===== src/rtl/mips16_pkg.sv =====
// ----------------------------------------------------------------------------
// mips16_pkg
// Shared definitions for the MIPS16 decode stage:
//   - opcode / R-type function constants
//   - instruction field bit positions
//   - ctrl vector bit indices and the ctrl_t packed struct
//   - small decode helper functions
// Configuration macro used by users of this package: ID_WB_BYPASS_EN
// (see regfile_p).
// ----------------------------------------------------------------------------
package mips16_pkg;

    // Register-address fields are always 3 bits wide.
    localparam int REG_ADDR_W = 3;
    localparam int MAX_REGS   = 1 << REG_ADDR_W;
    localparam int INST_W     = 16;
    localparam int CTRL_W     = 7;

    // Opcodes (inst[15:13])
    localparam logic [2:0] OP_RTYPE = 3'd0;
    localparam logic [2:0] OP_ADDI  = 3'd1;
    localparam logic [2:0] OP_ORI   = 3'd2;
    localparam logic [2:0] OP_SLTI  = 3'd3;
    localparam logic [2:0] OP_BEQ   = 3'd4;
    localparam logic [2:0] OP_BNE   = 3'd5;
    localparam logic [2:0] OP_LW    = 3'd6;
    localparam logic [2:0] OP_SW    = 3'd7;

    // R-type function codes (inst[3:0])
    localparam logic [3:0] FN_SLL = 4'd0;
    localparam logic [3:0] FN_ADD = 4'd1;
    localparam logic [3:0] FN_SUB = 4'd2;
    localparam logic [3:0] FN_AND = 4'd3;
    localparam logic [3:0] FN_OR  = 4'd4;
    localparam logic [3:0] FN_XOR = 4'd5;
    localparam logic [3:0] FN_SLT = 4'd6;
    localparam logic [3:0] FN_SRL = 4'd7;

    // Instruction field bit positions
    localparam int OP_HI  = 15;
    localparam int OP_LO  = 13;
    localparam int RS_HI  = 12;
    localparam int RS_LO  = 10;
    localparam int RT_HI  = 9;
    localparam int RT_LO  = 7;
    localparam int RD_HI  = 6;
    localparam int RD_LO  = 4;
    localparam int FN_HI  = 3;
    localparam int FN_LO  = 0;
    localparam int IMM_LO = 0;

    // ctrl vector bit indices: {regwrite, alusrc, regdst, branch, memwrite, memread, memtoreg}
    localparam int CTRL_REGWRITE = 6;
    localparam int CTRL_ALUSRC   = 5;
    localparam int CTRL_REGDST   = 4;
    localparam int CTRL_BRANCH   = 3;
    localparam int CTRL_MEMWRITE = 2;
    localparam int CTRL_MEMREAD  = 1;
    localparam int CTRL_MEMTOREG = 0;

    // Field order matches the bit indices above (first field = MSB).
    typedef struct packed {
        logic regwrite;
        logic alusrc;
        logic regdst;
        logic branch;
        logic memwrite;
        logic memread;
        logic memtoreg;
    } ctrl_t;

    // True for opcodes whose rt field names a source register.
    function automatic logic op_reads_rt(input logic [2:0] op);
        return (op == OP_RTYPE) || (op == OP_BEQ) || (op == OP_BNE) || (op == OP_SW);
    endfunction

    // True for the shift functions that take the rs field as a shift amount.
    function automatic logic fn_is_shift(input logic [3:0] fn);
        return (fn == FN_SLL) || (fn == FN_SRL);
    endfunction

endpackage


===== src/rtl/id_stage_pipelined_regfile_p.sv =====
// ----------------------------------------------------------------------------
// regfile_p
// Parametrised register file: two asynchronous read ports, one synchronous
// write port. r0 is hardwired to zero; addresses >= NREG read zero and are
// never written. All registers clear on asynchronous reset.
//
// Macro ID_WB_BYPASS_EN: when defined, a read of the register being written
// in the same cycle returns the write data (write-through).
//
// Ports:
//   clk, reset       clock, asynchronous active-high reset
//   raddr1/rdata1    read port 1
//   raddr2/rdata2    read port 2
//   we/waddr/wdata   write port (rising edge)
// ----------------------------------------------------------------------------
module regfile_p
    import mips16_pkg::*;
#(
    parameter int DATA_W = 16,
    parameter int NREG   = 8
) (
    input  logic                  clk,
    input  logic                  reset,
    input  logic [REG_ADDR_W-1:0] raddr1,
    output logic [DATA_W-1:0]     rdata1,
    input  logic [REG_ADDR_W-1:0] raddr2,
    output logic [DATA_W-1:0]     rdata2,
    input  logic                  we,
    input  logic [REG_ADDR_W-1:0] waddr,
    input  logic [DATA_W-1:0]     wdata
);

    localparam logic [REG_ADDR_W:0] NREG_L = (REG_ADDR_W + 1)'(NREG);

    // Storage is sized for the full 3-bit address space; entries at or above
    // NREG are never written and therefore stay at their reset value.
    logic [DATA_W-1:0] regs_q [MAX_REGS];
    logic [DATA_W-1:0] regs_d [MAX_REGS];

    logic wr_en;
    logic rd1_ok;
    logic rd2_ok;

    assign wr_en  = we && (waddr != '0) && ({1'b0, waddr} < NREG_L);
    assign rd1_ok = (raddr1 != '0) && ({1'b0, raddr1} < NREG_L);
    assign rd2_ok = (raddr2 != '0) && ({1'b0, raddr2} < NREG_L);

    always_comb begin
        for (int i = 0; i < MAX_REGS; i++) begin
            regs_d[i] = regs_q[i];
        end
        if (wr_en) begin
            regs_d[waddr] = wdata;
        end
        regs_d[0] = '0;
    end

    always_ff @(posedge clk or posedge reset) begin
        if (reset) begin
            for (int i = 0; i < MAX_REGS; i++) begin
                regs_q[i] <= '0;
            end
        end else begin
            for (int i = 0; i < MAX_REGS; i++) begin
                regs_q[i] <= regs_d[i];
            end
        end
    end

    always_comb begin
        rdata1 = '0;
        if (rd1_ok) begin
            rdata1 = regs_q[raddr1];
`ifdef ID_WB_BYPASS_EN
            if (wr_en && (waddr == raddr1)) begin
                rdata1 = wdata;
            end
`endif
        end
    end

    always_comb begin
        rdata2 = '0;
        if (rd2_ok) begin
            rdata2 = regs_q[raddr2];
`ifdef ID_WB_BYPASS_EN
            if (wr_en && (waddr == raddr2)) begin
                rdata2 = wdata;
            end
`endif
        end
    end

endmodule


===== src/rtl/id_stage_pipelined.sv =====
// ----------------------------------------------------------------------------
// id_stage_pipelined
// MIPS16 instruction-decode stage with an ID/EX pipeline register.
// Decodes the IF instruction, reads operands from the register file,
// sign-extends the immediate and registers everything into ID/EX under a
// valid/ready handshake. Load-use hazards against the instruction held in
// ID/EX insert one bubble; flush kills both the held and the incoming
// instruction.
//
// Macro ID_WB_BYPASS_EN: enables same-cycle write-back forwarding into the
// operand read (implemented in regfile_p).
//
// Ports:
//   clk, reset          clock, asynchronous active-high reset
//   if_valid/if_ready   IF handshake, inst = instruction word
//   flush               kill held and incoming instruction
//   ex_ready/id_valid   EX handshake for the ID/EX register
//   rd_data1, rd_data2  operands A (rs or shamt) and B (rt)
//   imm_ext             sign-extended immediate
//   dst_reg             destination register (0 when nothing is written)
//   ctrl                {regwrite, alusrc, regdst, branch, memwrite, memread, memtoreg}
//   wb_we/wb_addr/wb_data  write-back port
// ----------------------------------------------------------------------------
module id_stage_pipelined
    import mips16_pkg::*;
#(
    parameter int DATA_W = 16,
    parameter int NREG   = 8,
    parameter int IMM_W  = 7
) (
    input  logic                  clk,
    input  logic                  reset,
    input  logic                  if_valid,
    output logic                  if_ready,
    input  logic [INST_W-1:0]     inst,
    input  logic                  flush,
    input  logic                  ex_ready,
    output logic                  id_valid,
    output logic [DATA_W-1:0]     rd_data1,
    output logic [DATA_W-1:0]     rd_data2,
    output logic [DATA_W-1:0]     imm_ext,
    output logic [REG_ADDR_W-1:0] dst_reg,
    output logic [CTRL_W-1:0]     ctrl,
    input  logic                  wb_we,
    input  logic [REG_ADDR_W-1:0] wb_addr,
    input  logic [DATA_W-1:0]     wb_data
);

    function automatic logic [DATA_W-1:0] sign_ext(input logic signed [IMM_W-1:0] v);
        return {{(DATA_W - IMM_W){v[IMM_W-1]}}, v};
    endfunction

    // ------------------------------------------------------------------
    // Instruction fields
    // ------------------------------------------------------------------
    logic [2:0]             op;
    logic [REG_ADDR_W-1:0]  rs;
    logic [REG_ADDR_W-1:0]  rt;
    logic [REG_ADDR_W-1:0]  rd;
    logic [3:0]             func;
    logic signed [IMM_W-1:0] imm_field;

    assign op        = inst[OP_HI:OP_LO];
    assign rs        = inst[RS_HI:RS_LO];
    assign rt        = inst[RT_HI:RT_LO];
    assign rd        = inst[RD_HI:RD_LO];
    assign func      = inst[FN_HI:FN_LO];
    assign imm_field = inst[IMM_LO + IMM_W - 1:IMM_LO];

    // ------------------------------------------------------------------
    // Register file
    // ------------------------------------------------------------------
    logic [DATA_W-1:0] rf_rdata1;
    logic [DATA_W-1:0] rf_rdata2;

    regfile_p #(
        .DATA_W (DATA_W),
        .NREG   (NREG)
    ) u_regfile (
        .clk    (clk),
        .reset  (reset),
        .raddr1 (rs),
        .rdata1 (rf_rdata1),
        .raddr2 (rt),
        .rdata2 (rf_rdata2),
        .we     (wb_we),
        .waddr  (wb_addr),
        .wdata  (wb_data)
    );

    // ------------------------------------------------------------------
    // Decode
    // ------------------------------------------------------------------
    ctrl_t                 dec_ctrl;
    logic [REG_ADDR_W-1:0] dec_dst;
    logic                  dec_shift;
    logic [DATA_W-1:0]     dec_opa;
    logic [DATA_W-1:0]     dec_imm;

    always_comb begin
        dec_ctrl  = '0;
        dec_dst   = '0;
        dec_shift = 1'b0;
        case (op)
            OP_RTYPE: begin
                dec_ctrl.regwrite = 1'b1;
                dec_ctrl.regdst   = 1'b1;
                dec_dst           = rd;
                dec_shift         = fn_is_shift(func);
            end
            OP_ADDI, OP_ORI, OP_SLTI: begin
                dec_ctrl.alusrc   = 1'b1;
                dec_ctrl.regwrite = 1'b1;
                dec_dst           = rt;
            end
            OP_BEQ, OP_BNE: begin
                dec_ctrl.branch = 1'b1;
            end
            OP_LW: begin
                dec_ctrl.alusrc   = 1'b1;
                dec_ctrl.regwrite = 1'b1;
                dec_ctrl.memread  = 1'b1;
                dec_ctrl.memtoreg = 1'b1;
                dec_dst           = rt;
            end
            OP_SW: begin
                dec_ctrl.alusrc   = 1'b1;
                dec_ctrl.memwrite = 1'b1;
            end
            default: begin
                dec_ctrl = '0;
            end
        endcase
    end

    // Shifts carry the shift amount in the rs field, zero-extended.
    assign dec_opa = dec_shift ? DATA_W'(rs) : rf_rdata1;
    assign dec_imm = sign_ext(imm_field);

    // ------------------------------------------------------------------
    // ID/EX register state
    // ------------------------------------------------------------------
    logic                  id_valid_q, id_valid_d;
    logic [DATA_W-1:0]     rd_data1_q, rd_data1_d;
    logic [DATA_W-1:0]     rd_data2_q, rd_data2_d;
    logic [DATA_W-1:0]     imm_ext_q,  imm_ext_d;
    logic [REG_ADDR_W-1:0] dst_reg_q,  dst_reg_d;
    ctrl_t                 ctrl_q,     ctrl_d;

    // ------------------------------------------------------------------
    // Hazard detection and handshake
    // ------------------------------------------------------------------
    logic hazard;
    logic adv;

    // A load in ID/EX whose destination feeds the incoming instruction
    // cannot be satisfied by the bypass (data arrives after MEM), so stall.
    assign hazard = id_valid_q && ctrl_q.memread && (dst_reg_q != '0) && if_valid &&
                    ((dst_reg_q == rs) || (op_reads_rt(op) && (dst_reg_q == rt)));

    assign adv = ex_ready || !id_valid_q;

    // Held low during reset so the first acceptance happens after release.
    assign if_ready = adv && !hazard && !flush && !reset;

    always_comb begin
        id_valid_d = id_valid_q;
        rd_data1_d = rd_data1_q;
        rd_data2_d = rd_data2_q;
        imm_ext_d  = imm_ext_q;
        dst_reg_d  = dst_reg_q;
        ctrl_d     = ctrl_q;
        if (flush) begin
            id_valid_d = 1'b0;
            ctrl_d     = '0;
        end else if (adv && hazard) begin
            id_valid_d = 1'b0;
            ctrl_d     = '0;
        end else if (adv) begin
            id_valid_d = if_valid;
            if (if_valid) begin
                rd_data1_d = dec_opa;
                rd_data2_d = rf_rdata2;
                imm_ext_d  = dec_imm;
                dst_reg_d  = dec_dst;
                ctrl_d     = dec_ctrl;
            end else begin
                // Empty slot: keep ctrl inert so nothing downstream fires.
                ctrl_d = '0;
            end
        end
    end

    always_ff @(posedge clk or posedge reset) begin
        if (reset) begin
            id_valid_q <= 1'b0;
            rd_data1_q <= '0;
            rd_data2_q <= '0;
            imm_ext_q  <= '0;
            dst_reg_q  <= '0;
            ctrl_q     <= '0;
        end else begin
            id_valid_q <= id_valid_d;
            rd_data1_q <= rd_data1_d;
            rd_data2_q <= rd_data2_d;
            imm_ext_q  <= imm_ext_d;
            dst_reg_q  <= dst_reg_d;
            ctrl_q     <= ctrl_d;
        end
    end

    assign id_valid = id_valid_q;
    assign rd_data1 = rd_data1_q;
    assign rd_data2 = rd_data2_q;
    assign imm_ext  = imm_ext_q;
    assign dst_reg  = dst_reg_q;
    assign ctrl     = ctrl_q;

endmodule


===== config.mk =====
export PLATFORM = sky130hd
export DESIGN_NAME = id_stage_pipelined
export DESIGN_NICKNAME = d
export VERILOG_FILES = /design/src/rtl/mips16_pkg.sv /design/src/rtl/id_stage_pipelined_regfile_p.sv /design/src/rtl/id_stage_pipelined.sv
export SDC_FILE = /design/constraint.sdc
export NUM_CORES = 1
export LEC_CHECK = 0
export BUFFER_PORTS_ARGS = -buffer_cell sky130_fd_sc_hd__buf_2
export CAP_MARGIN = 30
export CORE_MARGIN = 10
export CORE_UTILIZATION = 52
export DETAILED_ROUTE_END_ITERATION = 12
export GPL_TIMING_DRIVEN = 0
export HOLD_SLACK_MARGIN = 0.1
export PLACE_DENSITY = 0.79
export SLEW_MARGIN = 20
export SYNTH_ARGS = -nofsm -noshare
export SYNTH_HDL_FRONTEND = slang
export SYNTH_SLANG_ARGS = --single-unit

===== constraint.sdc =====
create_clock -name clk -period 5.5 [get_ports clk]
set_clock_uncertainty 0.2 [all_clocks]
set_input_delay 0.275 -clock clk [delete_from_list [all_inputs] [get_ports clk]]
set_output_delay 0.275 -clock clk [all_outputs]
set_load 0.01 [all_outputs]

==> metrics.csv, run 1 <==
stage,metric,value,unit
run_status,status,completed,
timing,setup_viol_count_final,0,
power_and_ir_drop,vdd_drop_max,0.275,mV
finish,largest_reg_flops,112,
flow_run,cap_violations,0,
global_routing,grt_first_pass_wirelength,34800,um
synth,syn_avg_cell_area,13.2,sq um
clock_tree,clock_path_buffers,2,
setup_path,critPathMaxStageDelay,0.54,ns
clock_tree,cts_resized,0,
die,die_height,145,um
synth,syn_inst,615,
synth,syn_area,8140,sq um
clock_tree,cts.sinks,161,
setup_path,r2r-end,ctrl[2]$_DFFE_PP0P_,
die,start_util,53.3,%
setup_path,crit_chain,dlygate4sd3_1 -> buf_2 -> nor2b_1 -> o21bai_4 -> o31a_1 -> o31a_1 -> buf_2 -> a41o_1 -> dlygate4sd3_1,
setup_path,worstSetupStartpoint,inst[14],
detailed_routing,wl_per_cell,22.2,um
synth,ys_seq_elements,161,
synth,synth_area_leaders,"dfrtp_1, mux2_2, mux4_2",
place,dpl_cell_area,8890,sq um
clock_tree,cts_hold_buffers,29,
synth,synth_top_area_cell,dfrtp_1,
place,portBuffers,91,
global_routing,antenna_found_initial,0,
timing,fmax,360,MHz
setup_path,worstSetupEndpointType,flop,
clock_tree,cts_buffers,17,
timing,drv_slew,0,
global_routing,grt.overflow.total,0,
setup_path,path_max_fanout,10,
detailed_routing,final_antenna_net_count,0,
detailed_routing,viasPerCell,5.93,
finish,syn_to_final_growth,20.2,%
setup_path,critPathLaunchType,input pin,
setup_path,endpoint,ctrl[2]$_DFFE_PP0P_,
synth,yosysSeqAreaShare,49.5,%
clock_tree,clk_pin_slew_worst_paths,0.06,ns
die,rows,45,
place,dp.final_hpwl,14700,um
global_routing,grt_pass1_vias,6353,
synth,yosys.area.top_type_share,49.5,%
power_and_ir_drop,total_power,3.73,mW
synth,ys.flop_type,dfrtp_1,
timing,holdWs,0.226,ns
synth,synth-edff-count,0,
die,die_area,21100,sq um
setup_path,ff2ff_path_depth,7,
setup_path,crit_slowest_cell,dlygate4sd3_1,
finish,top_register,u_regfile.regs_q,
clock_tree,insertion_delay,0.43,ns
place,gp_congestion,0.857,
global_routing,grt_max_degree,104,
clock_tree,cts_setup_buffers,0,
finish,design_area,9780,sq um
clock_tree,cts_tree,yes,
hold_path,holdCritPathClass,in2reg,
setup_path,r2r-start,dst_reg[0]$_DFFE_PP0P_,
setup_path,cp_num_buf_inv,4,
setup_path,worstPathArrival,2.89,ns
setup_path,crit_type,in2reg,
detailed_routing,drc,0,
die,die_x,145,um
timing,slew_headroom,41.4,%
finish,diodes,0,
detailed_routing,firstDrtPassIters,5,
hold_path,holdPathStages,4,
timing,finalCritPeriodShare,50.5,%
setup_path,path_depth,9,
timing,rsz0062_at_grt,no,
timing,hold_viol,0,
power_and_ir_drop,power_density,382,nW/um^2
detailed_routing,via_count,5809,
die,core_area,15300,sq um
synth,yosysWarnings,0,
clock_tree,h-tree-depth,4,
setup_path,critical-path-top-delay-family,buffers and inverters,
finish,nFillCells,1109,
synth,syn-num-nets,656,
detailed_routing,drt_iter0_drc,424,
power_and_ir_drop,p_leak,4.33,nW
timing,worst_pin_slew,0.880,ns
clock_tree,cts_root_buf,clkbuf_16,
finish,final_nets,796,
finish,layout-drive-gt1-share,45.8,%
die,io_pins,101,
timing,min_period,2.78,ns
detailed_routing,wl,21700,um
setup_path,r2r_setup_slack,2.93,ns
setup_path,cp_data_required_time,5.61,ns
synth,ys_types,42,
global_routing,track_usage,20.5,%
synth,async_flop_share,100,%
==> worst register-to-register path: cells and delay by family (launching register included) <==
kind	cells	cell delay, ns
xor gates and xnor gates	1	0.21
and+or+nand+nor	1	0.07
DFF	1	0.45
buffers and inverters	2	0.75
AOI/OAI and AO/OA	3	0.78
==> logic make-up after synthesis <==
logic type                synth area share [%]
and+or+nand+nor                           4.38
xor gates and xnor gates                 0.646
DFF                                       49.5
muxes                                     34.1
buffers and inverters                     4.15
AOI/OAI and AO/OA                         7.23
==> synth_stat cells (3+ instances only) <==
cell      instances
buf_4            10
xnor2_1           5
dfrtp_1         161
nor3_1            4
clkbuf_1         29
nand4b_1          3
mux2_2          168
mux2_1            5
a22oi_1          30
mux2i_1          15
nor2b_1           7
nand3_1           3
nand2_1          44
inv_1            16
buf_2            15
a22o_1            8
o21ai_0          31
mux4_2           30
==> how the worst min path moves through the flow <==
| stage | slack, ns | to | startpoint |
|---|---|---|---|
| detailed placement | 0.14 | ctrl[5]$_DFFE_PP0P_ | reset |
| global placement | 0.27 | imm_ext[0]$_DFFE_PP0P_ | imm_ext[0]$_DFFE_PP0P_ |
| CTS | 0.20 | ctrl[4]$_DFFE_PP0P_ | ex_ready |
| floorplan | 0.21 | imm_ext[0]$_DFFE_PP0P_ | inst[0] |
| finish | 0.23 | ctrl[4]$_DFFE_PP0P_ | ex_ready |
| global route | 0.24 | ctrl[4]$_DFFE_PP0P_ | ex_ready |
==> metrics by stage <==
stage / instances / utilization [%] / setup slack (ns) / setup TNS, ns
6_report: 979 / 64.1 / 2.72 / 0
5_1_grt: 979 / 64.1 / 2.63 / 0
4_1_cts: 979 / 64.1 / 2.75 / 0
3_5_place_dp: 918 / 58.3 / 2.81 / 0
3_3_place_gp: 917 / 58.0 / -0.754 / -119.19
2_1_floorplan: 615 / - / 0.677 / 0
==> cell usage in the layout (no fill, tap or decap), types with 3 or more instances in the layout <==
master         count
clkinv_2           8
buf_2            106
dfrtp_1          161
mux4_2            30
dlygate4sd3_1     29
nand3_1            3
clkbuf_16         17
bufinv_16          3
mux2_1             5
a22oi_1           30
buf_4             10
a22o_1             8
nand2_1           44
mux2i_1           15
nor3_1             4
nand4b_1           3
nor2b_1            7
xnor2_1            5
o21ai_0           31
clkbuf_1          30
inv_1             15
mux2_2           168
==> where the power goes <==
| part | switching [mW] | total, mW | internal, mW | leakage, nW |
|---|---|---|---|---|
| combinational | 0.393 | 0.890 | 0.497 | 2.06 |
| sequential | 0.190 | 1.64 | 1.45 | 1.97 |
| clock | 0.467 | 1.20 | 0.731 | 0.303 |
| total | 1.05 | 3.73 | 2.68 | 4.33 |
==> layer usage <==
layer	share of wire, %	vias up	global-route usage, %	wire, um
met5	0	-	0	0
li1	-	2550	-	-
met4	2.3	0	7.58	505
met2	49	257	34.5	10700
met3	7.0	43	4.81	1520
met1	41	2959	25.2	8930
==> layout make-up <==
cell class / count / area, sq um / share of cell area (%)
Tap cell: 211 / 264 / 2.70
Timing Repair Buffer: 121 / 773 / 7.91
Clock inverter: 12 / 139 / 1.42
Inverter: 16 / 67.6 / 0.691
Multi-Input combinational cell: 381 / 3770 / 38.6
Clock buffer: 20 / 457 / 4.67
Buffer: 57 / 278 / 2.84
Sequential cell: 161 / 4030 / 41.2
Power figures use the tool's default switching activity.
==> run 2: changes to the inputs <==
--- a/config.mk
+++ b/config.mk
@@ -5,6 +5,7 @@
 export SDC_FILE = /design/constraint.sdc
 export NUM_CORES = 1
 export LEC_CHECK = 0
+export ABC_AREA = 1
 export BUFFER_PORTS_ARGS = -buffer_cell sky130_fd_sc_hd__buf_2
 export CAP_MARGIN = 30
 export CORE_MARGIN = 10
@@ -12,7 +13,7 @@
 export DETAILED_ROUTE_END_ITERATION = 12
 export GPL_TIMING_DRIVEN = 0
 export HOLD_SLACK_MARGIN = 0.1
-export PLACE_DENSITY = 0.79
+export PLACE_DENSITY = 0.81
 export SLEW_MARGIN = 20
 export SYNTH_ARGS = -nofsm -noshare
 export SYNTH_HDL_FRONTEND = slang
==> constraint.sdc (replaced) <==
create_clock -name clk -period 2.34 [get_ports clk]
set_clock_uncertainty 0.2 [all_clocks]
set_input_delay 0.117 -clock clk [delete_from_list [all_inputs] [get_ports clk]]
set_output_delay 0.117 -clock clk [all_outputs]
set_load 0.01 [all_outputs]
==> run 2 against run 1 <==
- clock power rose by 150%
- largest cell class unchanged
- largest power group unchanged
- hold slack got worse by 0.099 ns
- sequential share of layout area is 2.8 points lower
- critical path type is now reg2reg
- count of clock-buffer cells in the layout is the same
- synthesized cell count up 91%
- routed wire length increased by 34%
- combinational power up 110%
==> metrics.csv, run 2 <==
stage,metric,value,unit,change
detailed_routing,routed-wl-met3,3580,um,was 1520 um
finish,design_area,10500,sq um,was 9780 sq um
die,die_area,21900,sq um,was 21100 sq um
detailed_routing,final_antenna_net_count,0,,unchanged
synth,synth-edff-count,0,,unchanged
timing,drv_slew,0,,unchanged
clock_tree,cts.sinks,161,,unchanged
global_routing,grt_max_degree,36,,was 104
clock_tree,cts_tree,yes,,unchanged
finish,layout_common_cells,"nand2_1, dfrtp_1, o21ai_0",,"was mux2_2, dfrtp_1, buf_2"
setup_path,critical-path-top-delay-family,buffers and inverters,,unchanged
detailed_routing,wl_met1,11600,um,was 8930 um
synth,syn-num-nets,1213,,was 656
synth,yosysSeqAreaShare,47.4,%,was 49.5%
timing,worst_pin_slew,0.736,ns,was 0.880 ns
setup_path,path_depth,6,,was 9
power_and_ir_drop,p_int,5.75,mW,was 2.68 mW
die,core_area,15900,sq um,was 15300 sq um
clock_tree,clk_pin_slew_worst_paths,0.06,ns,about the same
setup_path,path_max_fanout,4,,was 10
power_and_ir_drop,vdd_drop_max,0.588,mV,was 0.275 mV
clock_tree,h-tree-depth,4,,unchanged
power_and_ir_drop,switchingPower,2.72,mW,was 1.05 mW
clock_tree,clock_path_buffers,2,,unchanged
synth,synth_top_area_cell,dfrtp_1,,unchanged
detailed_routing,drc,0,,unchanged
synth,synthTopCellsByCount,"nand2_1, dfrtp_1, o21ai_0, inv_1, nand3_1",,"was mux2_2, dfrtp_1, nand2_1, o21ai_0"
finish,final_nets,1383,,was 796
synth,async_flop_share,100,%,unchanged
finish,layout-drive-gt1-share,14.2,%,was 45.8%
power_and_ir_drop,seq_power_share,43.1,%,was 44.0%
place,dp.final_hpwl,20600,um,was 14700 um
detailed_routing,firstDrtPassIters,7,,was 5
setup_path,path_common_cell,nand3_1,,
detailed_routing,drt_iter0_drc,1136,,was 424
timing,setup_viol_count_final,0,,unchanged
finish,syn_to_final_growth,23.4,%,was 20.2%
global_routing,grt.overflow.total,0,,unchanged
setup_path,cp_num_buf_inv,1,,was 4
power_and_ir_drop,total_power,8.47,mW,was 3.73 mW
global_routing,track_usage,26.5,%,was 20.5%
detailed_routing,wl,29200,um,was 21700 um
timing,finalCritPeriodShare,96.7,%,
detailed_routing,wl_met2,12900,um,was 10700 um
hold_path,holdPathStages,6,,was 4
hold_path,holdCritPathClass,in2reg,,unchanged
timing,min_period,2.26,ns,
synth,synth_area_leaders,"dfrtp_1, nand2_1, o21ai_0",,"was dfrtp_1, mux2_2, mux4_2"
place,portBuffers,97,,was 91
finish,mostFrequentLayoutCell,nand2_1,,was mux2_2
setup_path,ff2ff_path_depth,6,,was 7
detailed_routing,wl_per_cell,18.5,um,was 22.2 um
synth,syn_area,8500,sq um,was 8140 sq um
die,die_height,148,um,was 145 um
die,start_util,53.3,%,about the same
run_status,status,completed,,unchanged
place,dpl_cell_area,9340,sq um,was 8890 sq um
timing,tns,0,ns,unchanged
setup_path,worstPathArrival,2.39,ns,was 2.89 ns
synth,ys_seq_elements,161,,unchanged
synth,synth.most_common_cell,nand2_1,,was mux2_2
power_and_ir_drop,p_sw_share,32.1,%,was 28.1%
setup_path,critPathLaunchType,flop,,was input pin
timing,slew_headroom,51.0,%,was 41.4%
finish,top_register,u_regfile.regs_q,,unchanged
timing,hold_viol,0,,unchanged
detailed_routing,viasPerCell,5.69,,was 5.93
clock_tree,insertion_delay,0.44,ns,was 0.43 ns
setup_path,crit_type,reg2reg,,was in2reg
synth,syn_inst,1172,,was 615
synth,ys_types,26,,was 42
global_routing,grt_first_pass_wirelength,46400,um,was 34800 um
setup_path,cp_data_required_time,2.46,ns,was 5.61 ns
clock_tree,cts_root_buf,clkbuf_16,,unchanged
place,gp_congestion,0.972,,was 0.857
timing,fmax,442,MHz,
setup_path,critPathMaxStageDelay,0.55,ns,was 0.54 ns
global_routing,grt_pass1_vias,8623,,was 6353
synth,syn_avg_cell_area,7.26,sq um,was 13.2 sq um
die,die_x,148,um,was 145 um
setup_path,crit_slowest_cell,dlygate4sd3_1,,unchanged
setup_path,crit_chain,nand3_1 -> a31oi_2 -> nand3_1 -> nand2_1 -> o21ai_1 -> dlygate4sd3_1,,was dlygate4sd3_1 -> buf_2 -> nor2b_1 -> o21bai_4 -> o31a_1 -> o31a_1 -> buf_2 -> a41o_1 -> dlygate4sd3_1
synth,ys.flop_type,dfrtp_1,,unchanged
die,io_pins,101,,unchanged
global_routing,antenna_found_initial,1,,was 0
flow_run,cap_violations,0,,unchanged
detailed_routing,routed.top_layer,met4,,unchanged
synth,yosysWarnings,0,,unchanged
synth,yosys.area.top_type_share,47.4,%,was 49.5%
die,rows,46,,was 45
power_and_ir_drop,power_frac_comb,21.8,%,was 23.8%
detailed_routing,via_count,8952,,was 5809
power_and_ir_drop,power_density,807,nW/um^2,was 382 nW/um^2
power_and_ir_drop,p_leak,5.48,nW,was 4.33 nW
finish,largest_reg_flops,112,,unchanged
clock_tree,cts_buffers,17,,unchanged
finish,nFillCells,1326,,was 1109
setup_path,worstSetupEndpointType,flop,,unchanged
power_and_ir_drop,clkPwrFrac,35.1,%,was 32.1%
==> run 2: cell types whose count changed after synthesis, sizes merged, moves of 13 or more <==
cell    change
mux4       -30
nand3      +81
nand4      +13
a21oi      +47
a22oi      -30
nor2       +37
inv        +80
mux2i      -15
nand2     +426
o21ai     +105
o211ai     +32
buf        +20
mux2      -173
==> run 2: per-layer routing <==
layer / track usage, % / up-vias
met2: 41.6 / 606
li1: - / 4106
met4: 10.9 / 0
met3: 7.54 / 104
met1: 33.8 / 4136
met5: 0 / -
==> run 2: worst paths after layout <==
check,startpoint,endpoint,slack (ns)
setup / recovery,ctrl[1]$_DFFE_PP0P_,ctrl[6]$_DFFE_PP0P_,0.08
hold / removal,inst[9],rd_data2[15]$_DFFE_PP0P_,0.13
setup reg to reg,ctrl[1]$_DFFE_PP0P_,ctrl[6]$_DFFE_PP0P_,0.08
hold reg to reg,rd_data2[5]$_DFFE_PP0P_,rd_data2[5]$_DFFE_PP0P_,0.27
max in group asynchronous,reset,u_regfile.regs_q[27]$_DFFE_PP0P_,0.92
min in group asynchronous,reset,rd_data1[4]$_DFFE_PP0P_,0.17
==> run 2: metrics by stage <==
| step | setup WS, ns | hold WS (ns) | util (%) | std cells |
|---|---|---|---|---|
| final | 0.0777 | 0.127 | 65.8 | 1572 |
| after global routing | -0.0453 | 0.175 | 65.8 | 1572 |
| after floorplan | -0.0198 | 0.0380 | - | 1172 |
| after detailed placement | 0.377 | 0.0742 | 58.6 | 1489 |
| after global placement | -0.986 | 0.138 | 58.1 | 1485 |
| after CTS | 0.0246 | 0.113 | 65.7 | 1572 |
==> run 2: cell families (layout without fill, tap and decap cells) <==
family                    count (synthesis)  after routing  synth area share [%]
xor gates and xnor gates                  3              3                 0.309
AOI/OAI and AO/OA                       218            218                  14.0
and+or+nand+nor                         611            611                  29.0
buffers and inverters                   179            362                  9.31
other                                     0              1                     0
DFF                                     161            161                  47.4
==> run 2: cell type report <==
type / count / area, sq um / area share [%]
Multi-Input combinational cell: 832 / 3690 / 35.2
Buffer: 81 / 428 / 4.08
Sequential cell: 161 / 4030 / 38.4
Clock buffer: 20 / 467 / 4.45
Tap cell: 216 / 270 / 2.58
Antenna cell: 1 / 2.50 / 0.0238
Inverter: 97 / 368 / 3.51
Clock inverter: 12 / 158 / 1.50
Timing Repair Buffer: 152 / 1080 / 10.3
==> run 2: what timing repair did <==
item,4_1_cts,5_1_grt
hold buffers,51,0
setup endpoints to repair,1,9
endpoints found under the hold margin,252,0
resized for setup,1,9
pin swaps,0,0
buffers inserted,0,0
==> run 2: power groups by stage <==
stage	sequential, mW	clock [mW]	combinational [mW]
6_report	3.65	2.97	1.85
5_1_grt	3.71	3.07	2.07
4_1_cts	3.63	2.95	1.80
3_5_place_dp	3.67	0	1.73
3_3_place_gp	3.66	0	1.66
2_1_floorplan	3.66	0	1.07
==> run 2: worst reg2reg max path, stage by stage (launching register included) <==
cell and delay [ns]:
dfrtp_1 0.41, nand3_1 0.15, a31oi_2 0.36, nand3_1 0.23, nand2_1 0.17, o21ai_1 0.08, dlygate4sd3_1 0.55
